$ cat src/rtl/axi4lite_write_master.sv
// AXI4-Lite write master: turns a valid/ready write request into one AW/W/B
// transaction and returns the slave response. Misaligned requests get SLVERR locally.
module axi4lite_write_master (
    input  logic        aclk,
    input  logic        areset,
    input  logic        req_valid,
    output logic        req_ready,
    input  logic [31:0] req_addr,
    input  logic [31:0] req_data,
    input  logic [3:0]  req_strb,
    output logic        rsp_valid,
    input  logic        rsp_ready,
    output logic [1:0]  rsp_resp,
    output logic        awvalid,
    input  logic        awready,
    output logic [31:0] awaddr,
    output logic [2:0]  awprot,
    output logic        wvalid,
    input  logic        wready,
    output logic [31:0] wdata,
    output logic [3:0]  wstrb,
    input  logic        bvalid,
    output logic        bready,
    input  logic [1:0]  bresp
);

    typedef enum logic [1:0] {
        IDLE   = 2'd0,
        SEND   = 2'd1,
        WAIT_B = 2'd2,
        RESP   = 2'd3
    } state_t;

    state_t state_r;
    logic   aw_done_s;
    logic   w_done_s;

    // A channel counts as done once its valid has dropped or its handshake happens now.
    assign aw_done_s = ~awvalid | awready;
    assign w_done_s  = ~wvalid  | wready;
    assign awprot    = 3'b000;

    // Transaction sequencer; every output it drives is a register.
    always_ff @(posedge aclk or posedge areset) begin
        if (areset) begin
            state_r   <= IDLE;
            req_ready <= 1'b1;
            rsp_valid <= 1'b0;
            rsp_resp  <= 2'b00;
            awvalid   <= 1'b0;
            wvalid    <= 1'b0;
            bready    <= 1'b0;
            awaddr    <= 32'h0000_0000;
            wdata     <= 32'h0000_0000;
            wstrb     <= 4'h0;
        end else begin
            case (state_r)
                IDLE: begin
                    if (req_valid && req_ready) begin
                        req_ready <= 1'b0;
                        if (req_addr[1:0] == 2'b00) begin
                            awaddr  <= req_addr;
                            wdata   <= req_data;
                            wstrb   <= req_strb;
                            awvalid <= 1'b1;
                            wvalid  <= 1'b1;
                            state_r <= SEND;
                        end else begin
                            rsp_resp  <= 2'b10;
                            rsp_valid <= 1'b1;
                            state_r   <= RESP;
                        end
                    end
                end
                SEND: begin
                    if (awvalid && awready) begin
                        awvalid <= 1'b0;
                    end
                    if (wvalid && wready) begin
                        wvalid <= 1'b0;
                    end
                    if (aw_done_s && w_done_s) begin
                        bready  <= 1'b1;
                        state_r <= WAIT_B;
                    end
                end
                WAIT_B: begin
                    if (bvalid && bready) begin
                        rsp_resp  <= bresp;
                        bready    <= 1'b0;
                        rsp_valid <= 1'b1;
                        state_r   <= RESP;
                    end
                end
                RESP: begin
                    if (rsp_valid && rsp_ready) begin
                        rsp_valid <= 1'b0;
                        req_ready <= 1'b1;
                        state_r   <= IDLE;
                    end
                end
                default: begin
                    state_r   <= IDLE;
                    req_ready <= 1'b1;
                    rsp_valid <= 1'b0;
                    awvalid   <= 1'b0;
                    wvalid    <= 1'b0;
                    bready    <= 1'b0;
                end
            endcase
        end
    end

endmodule
$ cat config.mk
export PLATFORM = sky130hd
export DESIGN_NAME = axi4lite_write_master
export DESIGN_NICKNAME = d
export VERILOG_FILES = /design/src/rtl/axi4lite_write_master.sv
export SDC_FILE = /design/constraint.sdc
export NUM_CORES = 1
export LEC_CHECK = 0
export CORE_UTILIZATION = 35
export DETAILED_ROUTE_END_ITERATION = 10
export PLACE_DENSITY = 0.79
export SLEW_MARGIN = 20
export SYNTH_ARGS = -nofsm -noshare
export SYNTH_HDL_FRONTEND = slang
export SYNTH_SLANG_ARGS = --single-unit
$ cat constraint.sdc
create_clock -name aclk -period 5.4 [get_ports aclk]
set_clock_uncertainty 0.2 [all_clocks]
set_input_delay 1.35 -clock aclk [delete_from_list [all_inputs] [get_ports aclk]]
set_output_delay 1.35 -clock aclk [all_outputs]
set_load 0.05 [all_outputs]
==> flow_summary.json <==
{
  "place.port_buffers": 151,
  "num_rows": 34,
  "fin_util_pct": 57.0,
  "synth_top_area_share_pct": 59.5,
  "final_layout_size_suffix_gt1_share_pct": 24.0,
  "fin_setup_tns_ns": 0,
  "ant_nets": 0,
  "netlist_area_sq_um": 3190,
  "rrSetupSlack_ns": 2.77,
  "first_pass_iters": 4,
  "cap_violations": 0,
  "drtIter0Drc": 28,
  "wl_per_cell_microns": 14.9,
  "pin_count": 155,
  "gp_congestion": 0.725,
  "clk-insertion-delay-late_ns": 0.34,
  "cts.sinks": 77,
  "synthXorXnorAreaFrac_pct": 0,
  "cts_resized": 0,
  "hp-class": "flip-flop to flip-flop",
  "fmax_mhz": 296,
  "synth_edf_count": 0,
  "antenna_found_initial": 0,
  "synth_top_family_by_area": "multiplexers",
  "cts_buffers": 9,
  "num_vias": 2197,
  "h-tree-depth": 3,
  "drc": 0,
  "finalMaxSlewViolations": 0,
  "min_period_ns": 3.38,
  "status": "completed",
  "synth_cell_types": 32,
  "cp.required_ns": 5.41,
  "rsz0062_at_grt": "no",
  "place_hpwl_microns": 5200,
  "synth.mux.area_fraction_pct": 26.4,
  "crit_path_start_kind": "primary input",
  "finalPower_mw": 1.12,
  "finalHoldViolations": 0,
  "final_common_cell": "clkdlybuf4s50_1",
  "die_w_microns": 97.5,
  "post_cts_buffers": 0,
  "yosysSeqAreaShare_pct": 60.4,
  "post-place-ws_ns": 1.64,
  "cts_max_path_buffers": 2,
  "period_share_pct": 62.5,
  "synth-simple-area-share_pct": 4.07,
  "synth_cells": 207,
  "antennaDiodeCount": 0,
  "endpoint_kind": "flip-flop",
  "overflow": 0,
  "ir_worst_vdd_uv": 140,
  "path_clk_slew_ns": 0.09,
  "cp_max_fo": 44,
  "fp.dieH_microns": 97.5,
  "viasPerCell": 4.63,
  "cts_hold_buf": 0,
  "leakage_nw": 2.29,
  "grt_use_total_pct": 15.5,
  "die_area_sq_um": 9510,
  "synthTopCellsByArea": "dfrtp_1 (60%), mux2_2 (17%), mux2_4 (8.5%), ha_1 (2.4%), buf_4 (1.6%)",
  "tightest_slew_ns": 0.744,
  "slew_headroom_pct": 50.3,
  "drt_wl_total_microns": 7100,
  "final_nets": 446,
  "grt_pass1_vias": 2316,
  "synth_compound_area_share_pct": 3.21,
  "synth-seq-cells": 77,
  "nFillCells": 720,
  "critPathKind": "primary input to flip-flop",
  "grt_max_degree": 45,
  "p_per_area_nw_per_um2": 224,
  "synthAdderAreaFrac_pct": 2.35,
  "setup_ws_ns": 2.02,
  "async_flop_share_pct": 100,
  "start_util_pct": 36.5,
  "root_buffer": "clkbuf_8",
  "syn_to_final_growth_pct": 56.4,
  "syn_area_per_cell_sq_um": 15.4,
  "cts_tree": "done",
  "coreArea_sq_um": 8760,
  "setup_violations": 0,
  "grt_first_pass_wirelength_microns": 11700,
  "ys.warnings.count": 0,
  "yosys.area.top_type": "dfrtp_1",
  "crit_arrival_ns": 3.39,
  "layout_common_cells": "clkdlybuf4s50_1 (151), dfrtp_1 (76), mux2_2 (48)",
  "synth_ff_type": "dfrtp_1"
}
-- sequential cells by signal, indices dropped and copies added (netlist names) --
register	count
awaddr	32
wdata	32
wstrb	4
rsp_resp	2
state_r	2
awvalid	1
bready	1
req_ready	1
rsp_valid	1
wvalid	1
-- cell type report --
type	instances	area [sq um]	area share, %
Tap cell	108	135	2.70
Clock inverter	6	88.8	1.78
Inverter	5	20.0	0.401
Clock buffer	9	124	2.48
Multi-Input combinational cell	117	1160	23.2
Timing Repair Buffer	153	1540	30.8
Sequential cell	77	1930	38.6
-- synthesized netlist by cell type (3+ instances only) --
cell and number:
buf_4 7, mux2_2 48, nand2_1 11, dfrtp_1 76, mux2_4 18, ha_1 6
a22o_1 3, nor2b_1 4, o21ai_0 3, inv_1 5
-- logic make-up (layout without fill, tap and decap cells) --
logic type,Yosys count,count (layout)
other,1,3
muxes,69,69
adders and majority gates,6,6
buffers and inverters,15,173
AOI/OAI and AO/OA,14,14
DFF,77,77
and+or+nand+nor,25,25
-- layer usage --
layer / wire, microns / global-route usage, %
met1: 3210 / 20.8
met2: 3320 / 24.1
met3: 511 / 4.75
met4: 64 / 4.75
met5: 0 / 0
-- critical path, stage by stage --
cell and delay, ns:
clkdlybuf4s50_1 0.47, nor2_1 0.13, nand2_1 0.11, nor2_4 0.59, buf_12 0.36, mux2_2 0.38
-- per-stage QoR --
step	cells	hold slack, ns	instance area (sq um)
6_report	475	0.304	5000
5_1_grt	475	0.322	5000
4_1_cts	475	0.312	5000
3_5_place_dp	460	0.285	4780
3_3_place_gp	460	0.284	4780
2_1_floorplan	209	0.348	3200
-- report_power, final --
part	leakage (nW)	internal, mW	switching (mW)
sequential	1.06	0.576	0
clock	0.101	0.258	0.208
combinational	1.13	0.0495	0.0257
-- final timing paths --
path,from,end,cells after the start
worst max-delay path,req_addr[1],awaddr[30]$_DFFE_PP0P_,6
worst min-delay path,awaddr[1]$_DFFE_PP0P_,awaddr[1]$_DFFE_PP0P_,1
worst max register to register,state_r[1]$_DFFE_PP0P_,awaddr[30]$_DFFE_PP0P_,6
worst min register to register,awaddr[1]$_DFFE_PP0P_,awaddr[1]$_DFFE_PP0P_,1
max in group asynchronous,areset,wdata[31]$_DFFE_PP0P_,3
min in group asynchronous,areset,wdata[16]$_DFFE_PP0P_,2
Note: power is estimated with default switching activity, not from simulation.
